==> src/rtl/seq_chunk_adder.sv <==
// rtl/seq_chunk_adder.sv - chunk-serial adder/subtractor, CHUNK bits per clock, LS chunk first
// Subtraction is done as A + ~B + ~bin so one carry chain serves both modes.
module seq_chunk_adder #(
  parameter int WIDTH = 8,
  parameter int CHUNK = 1
) (
  input  logic             i_clk,
  input  logic             i_rst,
  input  logic             i_valid,
  output logic             o_ready,
  input  logic [WIDTH-1:0] i_a,
  input  logic [WIDTH-1:0] i_b,
  input  logic             i_carry_in,
  input  logic             i_sub,
  output logic             o_valid,
  input  logic             i_ready,
  output logic [WIDTH-1:0] o_s,
  output logic             o_carry_out,
  output logic             o_overflow,
  output logic             o_busy
);

  localparam int NCH = WIDTH / CHUNK;
  localparam int CW  = (NCH > 1) ? $clog2(NCH) : 1;

  generate
    if (WIDTH < 2 || (WIDTH % CHUNK) != 0) begin : g_bad_params
      $error("seq_chunk_adder: WIDTH must be >= 2 and a multiple of CHUNK");
    end
  endgenerate

  typedef enum logic [1:0] {S_IDLE, S_RUN, S_DONE} state_t;

  state_t           r_state;
  state_t           w_next;
  logic [WIDTH-1:0] r_a;
  logic [WIDTH-1:0] r_b;
  logic [WIDTH-1:0] r_s;
  logic             r_carry;
  logic             r_cout;
  logic             r_ovf;
  logic [CW-1:0]    r_k;
  logic [CHUNK-1:0] w_a_chunk;
  logic [CHUNK-1:0] w_b_chunk;
  logic [CHUNK:0]   w_sum;
  logic             w_last;
  logic             w_msb_cin;

  always_comb begin
    w_a_chunk = '0;
    w_b_chunk = '0;
    for (int j = 0; j < NCH; j++) begin
      if (r_k == CW'(j)) begin
        w_a_chunk = r_a[j*CHUNK +: CHUNK];
        w_b_chunk = r_b[j*CHUNK +: CHUNK];
      end
    end
    w_sum     = {1'b0, w_a_chunk} + {1'b0, w_b_chunk} + {{CHUNK{1'b0}}, r_carry};
    // Carry into the top bit recovered from its sum bit: s = a ^ b ^ cin.
    w_msb_cin = w_a_chunk[CHUNK-1] ^ w_b_chunk[CHUNK-1] ^ w_sum[CHUNK-1];
    w_last    = (r_k == CW'(NCH - 1));
  end

  always_ff @(posedge i_clk or posedge i_rst) begin
    if (i_rst) begin
      r_state <= S_IDLE;
    end else begin
      r_state <= w_next;
    end
  end

  always_comb begin
    w_next = r_state;
    case (r_state)
      S_IDLE:  if (i_valid) w_next = S_RUN;
      S_RUN:   if (w_last)  w_next = S_DONE;
      S_DONE:  if (i_ready) w_next = S_IDLE;
      default: w_next = S_IDLE;
    endcase
  end

  always_ff @(posedge i_clk or posedge i_rst) begin
    if (i_rst) begin
      r_a     <= '0;
      r_b     <= '0;
      r_s     <= '0;
      r_carry <= 1'b0;
      r_cout  <= 1'b0;
      r_ovf   <= 1'b0;
      r_k     <= '0;
    end else begin
      case (r_state)
        S_IDLE: begin
          if (i_valid) begin
            r_a     <= i_a;
            r_b     <= i_sub ? ~i_b : i_b;
            r_carry <= i_sub ? ~i_carry_in : i_carry_in;
            r_k     <= '0;
          end
        end
        S_RUN: begin
          for (int j = 0; j < NCH; j++) begin
            if (r_k == CW'(j)) r_s[j*CHUNK +: CHUNK] <= w_sum[CHUNK-1:0];
          end
          r_carry <= w_sum[CHUNK];
          r_k     <= r_k + 1'b1;
          // Flags live in their own registers so they survive the next accept.
          if (w_last) begin
            r_cout <= w_sum[CHUNK];
            r_ovf  <= w_msb_cin ^ w_sum[CHUNK];
          end
        end
        default: ;
      endcase
    end
  end

  assign o_ready     = (r_state == S_IDLE);
  assign o_busy      = (r_state == S_RUN);
  assign o_valid     = (r_state == S_DONE);
  assign o_s         = r_s;
  assign o_carry_out = r_cout;
  assign o_overflow  = r_ovf;

endmodule

==> config.mk <==
export PLATFORM = sky130hd
export DESIGN_NAME = seq_chunk_adder
export DESIGN_NICKNAME = d
export VERILOG_FILES = /design/src/rtl/seq_chunk_adder.sv
export SDC_FILE = /design/constraint.sdc
export NUM_CORES = 1
export LEC_CHECK = 0
export BUFFER_PORTS_ARGS = -buffer_cell sky130_fd_sc_hd__clkbuf_2
export CAP_MARGIN = 20
export CORE_UTILIZATION = 60
export CTS_BUF_LIST = sky130_fd_sc_hd__clkbuf_8
export CTS_CLUSTER_DIAMETER = 120
export DETAILED_ROUTE_END_ITERATION = 16
export GPL_TIMING_DRIVEN = 0
export PLACE_DENSITY = 0.83
export SYNTH_ARGS = -nofsm -noshare
export SYNTH_HDL_FRONTEND = slang
export SYNTH_SLANG_ARGS = --single-unit
export TNS_END_PERCENT = 1
==> constraint.sdc <==
create_clock -name i_clk -period 7.4 [get_ports i_clk]
set_input_delay 1.48 -clock i_clk [delete_from_list [all_inputs] [get_ports i_clk]]
set_output_delay 1.48 -clock i_clk [all_outputs]
set_load 0.005 [all_outputs]
==> results of run 1 <==
## final cells by class
cell class,count,area share [%]
Timing Repair Buffer,34,9.13
Tap cell,30,1.90
Multi-Input combinational cell,119,39.4
Clock buffer,6,4.18
Sequential cell,32,40.6
Inverter,9,1.84
Clock inverter,2,0.380
Buffer,9,2.60
## metrics by stage
| step | setup WS [ns] | power [mW] | hold WS [ns] |
|---|---|---|---|
| global route | 4.47 | 0.992 | 0.506 |
| CTS | 4.66 | 0.913 | 0.494 |
| detailed placement | 4.66 | 0.778 | 0.478 |
| floorplan | 4.97 | 0.643 | 0.445 |
| global placement | 4.79 | 0.748 | 0.463 |
| finish | 4.67 | 0.911 | 0.488 |
## logic make-up (layout without fill, tap and decap cells)
family | after synthesis | after routing | synth area share, %
AO/OA/AOI/OAI | 30 | 30 | 11.5
buffers and inverters | 18 | 60 | 5.26
adder cells (fa/ha/maj) | 8 | 8 | 6.46
XOR/XNOR | 11 | 11 | 5.78
AND/OR/NAND/NOR | 61 | 61 | 16.9
multiplexers | 9 | 9 | 6.08
flip-flops | 32 | 32 | 48.0
## worst min path at each step
stage | end | slack, ns | start | cells after the start
floorplan | r_a[6] | 0.45 | r_a[6] | 2
global placement | o_overflow | 0.46 | o_overflow | 2
CTS | r_a[3] | 0.49 | r_a[3] | 2
global route | r_a[3] | 0.51 | r_a[3] | 2
finish | o_overflow | 0.49 | o_overflow | 2
detailed placement | r_a[6] | 0.48 | r_a[6] | 2
## cell usage in the layout (no fill, tap or decap), drive strengths merged, types with 3 or more instances in the layout
cell and instances:
a21oi 5, buf 7, clkbuf 42, dfrtp 32
ha 7, inv 11, mux2 9, nand2 43
nand3 6, nor2 3, nor2b 3, o21ai 16
xnor2 6, xor2 5
## registers in the layout, indices dropped and copies added, names as in the netlist
register     flops
o_s              8
o_carry_out      1
o_overflow       1
r_a              8
r_b              8
r_state          2
r_k              3
r_carry          1
## worst register-to-register path, cell delays in order, from the launching register on
cell and delay, ns:
dfrtp_1 0.43, inv_1 0.11, ha_1 0.40, nand3b_4 0.11
a2111oi_2 0.29, o22ai_1 0.15, a21oi_1 0.26, fa_1 0.56
mux2_2 0.31
## layer usage
layer | share of wire (%) | vias up | GRT usage, % | wire length, um
met5 | 0 | - | 0 | 0
met4 | 1.6 | 0 | 12.4 | 55
met3 | 5.1 | 7 | 6.67 | 176
met2 | 51 | 43 | 47.2 | 1790
met1 | 42 | 611 | 32.1 | 1450
li1 | - | 643 | - | -
## power groups by stage
stage               clock network (mW)  logic [mW]  registers (mW)
global placement                     0       0.440           0.308
CTS                              0.135       0.468           0.310
finish                           0.133       0.469           0.310
global route                     0.143       0.528           0.321
detailed placement                   0       0.466           0.313
floorplan                            0       0.340           0.304
==> results by group, run 1 <==
Run status
  • Run status: finished, final reports clean

Flow run
  • Max-Cap Viols: 0

Layout
  • Nets: 240
  • Share of cells above drive strength 1: 29.9%
  • Cell Count, Final, Fillers Out: 241
  • N_diodes: 0
  • Layout Area Growth over Synthesis: 18.5%
  • Layout fillers: 178
  • Register area: 801 sq um
  • Area occupied by multi-input gates: 778 sq um
  • Final core utilization: 77.6%
  • Post-route cell area: 1970 sq um

Logic synthesis
  • Ys async rst share: 100%
  • Avg Synthesized Cell Area: 9.86 sq um
  • Synth top area share: 48.0%
  • Syn nets: 199
  • Most frequent cell after synthesis: nand2_1
  • Seq cells post-synth: 32
  • Synth warnings: 0
  • Distinct cells, synth: 36
  • Sequential share of the synthesized area: 48.0%
  • Synth area leaders: dfrtp_1 (48%), nand2_1 (9.5%), mux2_2 (6.1%), ha_1 (5.3%), o21ai_0 (4.8%)
  • Mapped cell area: 1670 sq um
  • Synth Flop Type: dfrtp_1
  • Top cells by count, synth: nand2_1 (42), dfrtp_1 (32), o21ai_0 (16), mux2_2 (9), inv_1 (8)
  • Post-synthesis cell count: 169
  • Leading area contributor after synthesis: dfrtp_1
  • Post-synth EDFFs: 0

Worst setup path
  • CP max-delay cell: dfrtp_1
  • Worst path cell trace: nand2b_1 -> buf_2 -> inv_4 -> clkbuf_2
  • WS Path Type: reg2out
  • Critical path origin: r_state[1]
  • CP Capture Point: o_busy
  • Crit path max-delay family: buffers and inverters
  • R2R Path End: o_s[2]
  • FF-to-FF path depth: 8
  • Critical path buffers and inverters: 3
  • R2R setup slack: 4.67 ns
  • Worst path max stage delay: 0.39 ns
  • R2r startpoint: r_k[0]
  • Setup crit start kind: flop
  • WP data required: 5.92 ns
  • Max FO, Critical Path: 9
  • Crit path depth: 4
  • CP Data Arrival Time: 1.25 ns
  • Setup crit end kind: output pin

Routing
  • DR WL/cell: 14.4 um
  • Drt first pass iters: 4
  • Routed Antenna Nets: 0
  • Initial DRC count: 15
  • Remaining DRCs: 0
  • WL final: 3470 um
  • Vias: 1304
  • Via/cell ratio: 5.41

STA
  • Max-slew violation count: 0
  • Worst Tran Pin Value: 0.672 ns
  • Setup Viol. Count Final: 0
  • Fmax: 366 MHz
  • Slew Limit Headroom: 55.2%
  • Period utilization: 36.9%
  • Final hold vios: 0
  • Worst Skew: 0.00564 ns
  • RSZ-0062 raised after global routing: false
  • Min cycle time layout: 2.73 ns
  • Sum Neg Setup Slack: 0 ns

Placement
  • Post-Place Cells: 233
  • GPL Wtd Cong: 0.796
  • Post-DP HPWL: 2610 um
  • IO Port Bufs: 33
  • Placed cell areas: 1880 sq um

Global routing
  • Gr usage total: 27.5%
  • Vias in the first global route: 1250
  • Largest net degree at the start of global routing: 18
  • First-pass GRT wire length: 5580 um
  • GR Overflow Total: 0
  • Initial antenna violation count: 0

Floorplanning
  • Num rows: 18
  • Die Footprint: 2990 sq um
  • Die height: 54.7 um
  • Starting Density: 65.5%
  • Top-level port count: 35
  • Die Wd: 54.7 um
  • Core Area: 2540 sq um

CTS
  • CTS Buf Count: 5
  • CTS root buf: clkbuf_8
  • Worst-case clock buffer depth: 2
  • # resized after CTS: 0
  • Hold Buf Count CTS: 0
  • CTS tree: done
  • Clock transition at path regs: 0.06 ns
  • Postcts setup bufs: 0
  • Sink Count: 32
  • Depth of the CTS H-tree: 2
  • Skew-Pair Late Insertion Delay: 0.28 ns

Power and ir drop
  • Peak VDD IR: 0.000373 V
  • Pwr dens: 462 nW/um^2
  • Clock power frac: 14.6%
  • Static Leak: 1.01 nW
  • Sw frac: 40.8%
  • Flop pwr share: 34.0%
  • Internal power: 540 uW
  • Total net switching power: 372 uW
  • Combinational power share: 51.4%

Hold path
  • Hold Crit Class: reg2reg
Note: power is estimated with default switching activity, not from simulation.
==> inputs of run 2 (changes only) <==
Settings changed: ABC_AREA set to 1, CORE_UTILIZATION 60 to 51, PLACE_DENSITY 0.83 to 0.75.
Clock period 7.4 ns to 2.4 ns, I/O delays scaled along.
==> results by group, run 2 <==
Worst setup path
  • CP max-delay cell: dfrtp_1
  • Setup crit end kind: flop
  • CP Data Arrival Time: 2.65 ns (+1.40 ns)
  • WS Path Type: reg2reg
  • Worst path max stage delay: 0.43 ns (+0.04 ns)
  • Setup crit start kind: flop
  • Worst path cell trace: ha_2 -> ha_2 -> inv_2 -> nand2_1 -> inv_1 -> nand2_1 -> nand2_1 -> nand2_1 -> nand2_1 -> nand2_1 -> nand2_2 -> nand2_2 -> inv_2 -> fa_2 -> xor2_2 -> inv_1 -> nand3_2 -> nand2_1 -> nand2_1 -> nand2_1
  • R2r startpoint: r_k[1]
  • Max FO, Critical Path: 3 (-6)
  • FF-to-FF path depth: 20 (+12)
  • WP data required: 2.58 ns (-3.34 ns)
  • R2R Path End: o_overflow
  • R2R setup slack: -0.07 ns (-4.74 ns)
  • Top cell by count, worst path: nand2_1

Global routing
  • Gr usage total: 23.6% (-3.9 points)
  • Initial antenna violation count: 0 (unchanged)
  • Largest net degree at the start of global routing: 18 (unchanged)
  • First-pass GRT wire length: 6040 um (+8.2%)
  • Vias in the first global route: 1399 (+12%)
  • GR Overflow Total: 0 (unchanged)

Logic synthesis
  • Sequential share of the synthesized area: 47.7% (-0.39 points)
  • Top cells by count, synth: nand2_1 (58), dfrtp_1 (32), inv_1 (28), o21ai_0 (24), nor2_1 (10)
  • Post-synth EDFFs: 0 (unchanged)
  • Most frequent cell after synthesis: nand2_1
  • Leading area contributor after synthesis: dfrtp_1
  • Synth warnings: 0 (unchanged)
  • Avg Synthesized Cell Area: 8.28 sq um (-16%)
  • Synth top area share: 47.7% (-0.39 points)
  • Syn nets: 233 (+17%)
  • Post-synthesis cell count: 203 (+20%)
  • Mapped cell area: 1680 sq um (+0.83%)
  • Synth Flop Type: dfrtp_1
  • Synth area leaders: dfrtp_1 (48%), nand2_1 (13%), o21ai_0 (7.1%), inv_1 (6.3%), ha_1 (5.2%)
  • Seq cells post-synth: 32 (unchanged)
  • Ys async rst share: 100% (unchanged)
  • Distinct cells, synth: 24 (-33%)

Flow run
  • Max-Cap Viols: 0 (unchanged)

CTS
  • Worst-case clock buffer depth: 2 (unchanged)
  • CTS tree: done
  • CTS root buf: clkbuf_8
  • Clock transition at path regs: 0.06 ns (about the same)
  • Skew-Pair Late Insertion Delay: 0.29 ns (about the same)
  • Sink Count: 32 (unchanged)
  • Depth of the CTS H-tree: 2 (unchanged)
  • CTS Buf Count: 5 (unchanged)

Power and ir drop
  • Pwr dens: 1540 nW/um^2 (+230%)
  • Static Leak: 1.14 nW (+13%)
  • Combinational power share: 61.0% (+9.6 points)
  • Flop pwr share: 27.8% (-6.2 points)
  • Peak VDD IR: 0.000971 V (+160%)
  • Total net switching power: 1.49 mW (+300%)
  • Sw frac: 43.8% (+3.1 points)
  • Internal power: 1.90 mW (+250%)
  • Final Power: 3.39 mW (+270%)
  • Clock power frac: 11.2% (-3.4 points)

Layout
  • Share of cells above drive strength 1: 31.8% (+1.9 points)
  • Layout Area Growth over Synthesis: 30.5%
  • Final core utilization: 71.3% (-6.3 points)
  • Cell Count, Final, Fillers Out: 302 (+25%)
  • Most frequent cells in the layout: nand2_1 (56), clkbuf_2 (34), dfrtp_1 (32)
  • Layout fillers: 235 (+32%)
  • Nets: 288 (+20%)
  • N_diodes: 0 (unchanged)
  • Commonest non-fill, non-tap cell in the layout: nand2_1

Floorplanning
  • Num rows: 20 (+2)
  • Die Footprint: 3530 sq um (+18%)
  • Die Wd: 59.4 um (+8.6%)
  • Die height: 59.4 um (+8.6%)
  • Starting Density: 54.6% (-11 points)
  • Top-level port count: 35 (unchanged)
  • Core Area: 3080 sq um (+21%)

STA
  • Period utilization: 103%
  • Setup WS post-layout: -0.0682 ns (-4.74 ns)
  • Max-slew violation count: 0 (unchanged)
  • Final hold vios: 0 (unchanged)
  • RSZ-0062 raised after global routing: true
  • Worst Skew: 0.00739 ns (+0.00174 ns)
  • Min cycle time layout: 2.47 ns
  • Setup Viol. Count Final: 3 (+3)
  • Sum Neg Setup Slack: -0.114 ns (-0.114 ns)
  • Worst Tran Pin Value: 0.676 ns (+0.00385 ns)
  • Fmax: 405 MHz
  • Slew Limit Headroom: 54.9% (-0.26 points)

Placement
  • Post-DP HPWL: 2520 um (-3.5%)
  • Post-Place Cells: 281 (+21%)
  • IO Port Bufs: 33 (unchanged)
  • GPL Wtd Cong: 0.839 (+5.4%)

Routing
  • Routed Antenna Nets: 0 (unchanged)
  • Vias: 1490 (+14%)
  • WL final: 3730 um (+7.5%)
  • Drt first pass iters: 4 (unchanged)
  • Remaining DRCs: 0 (unchanged)
  • DR WL/cell: 12.4 um (-14%)
  • Initial DRC count: 62 (+47)
  • Via/cell ratio: 4.93 (-8.8%)

Run status
  • Violated checks: negative setup slack
  • Run status: finished with violations

Hold path
  • Hold Crit Class: in2async
[run 2: cell count changes after synthesis, sizes merged, moves of 4 or more]
cell	change
inv	+20
nand2	+16
xor2	-4
nor2	+10
mux2	-9
o21ai	+8
buf	-4
[run 2: final cells by class]
cell class | count | area [sq um] | share of cell area (%)
sequential | 32 | 801 | 36.5
timing repair buffer | 48 | 302 | 13.7
tap | 44 | 55.1 | 2.51
inverter | 29 | 116 | 5.31
clock buffer | 5 | 68.8 | 3.14
buffer | 6 | 32.5 | 1.48
multi-input combinational | 136 | 810 | 36.9
clock inverter | 2 | 8.76 | 0.399
[run 2: cells by family after synthesis]
group / share of synthesized area, %
buffers and inverters: 8.41
AND/OR/NAND/NOR: 19.6
adder cells (fa/ha/maj): 6.40
flip-flops: 47.7
XOR/XNOR: 5.21
AO/OA/AOI/OAI: 12.7
[run 2: per-stage QoR]
stage	hold slack, ns	worst slack, ns	instance area [sq um]
after floorplan	0.448	0.0904	1680
after global placement	0.455	-0.107	1900
after detailed placement	0.464	-0.177	1930
after CTS	0.293	0.00441	2140
after global routing	0.323	-0.182	2190
final	0.266	-0.0682	2190
[run 2: repair_timing]
| item | 4_1_cts | 5_1_grt |
|---|---|---|
| endpoints found under the setup margin | 9 | 10 |
| hold buffers | 0 | 0 |
| setup buffers | 10 | 4 |
| pin swaps | 8 | 13 |
| gates resized for setup | 20 | 7 |
[run 2: worst max-delay path, delay by kind of cell, from the launching register on]
family | cells | cell delay (ns)
xor+xnor | 1 | 0.15
fa+ha+maj | 3 | 0.83
buf+inv | 4 | 0.22
flops | 1 | 0.43
simple gates | 12 | 0.70
[run 2: power groups by stage]
| stage | Combinational [mW] | Clock, mW | Sequential, mW |
|---|---|---|---|
| floorplan | 1.05 | 0 | 0.922 |
| global placement | 1.38 | 0 | 0.935 |
| detailed placement | 1.44 | 0 | 0.944 |
| CTS | 1.84 | 0.380 | 0.938 |
| global route | 2.29 | 0.405 | 0.968 |
| finish | 2.07 | 0.378 | 0.942 |
[run 2: per-layer routing]
metal	up-vias	track usage (%)	routed length (um)	part of all wire (%)
met3	10	6.77	211	5.7
li1	743	-	-	-
met1	686	26.7	1560	42
met5	-	0	0	0
met4	0	9.86	110	2.9
met2	51	41.3	1850	50
[run 2: worst max-delay path by stage]
stage                 from          to  slack [ns]  cells after the start
CTS                 r_k[0]  o_overflow       0.004                     22
global placement    r_k[0]  o_overflow       -0.11                     21
floorplan           r_k[0]  o_overflow        0.09                     21
global route        r_k[1]  o_overflow       -0.18                     21
detailed placement  r_k[0]  o_overflow       -0.18                     21
finish              r_k[1]  o_overflow       -0.07                     20
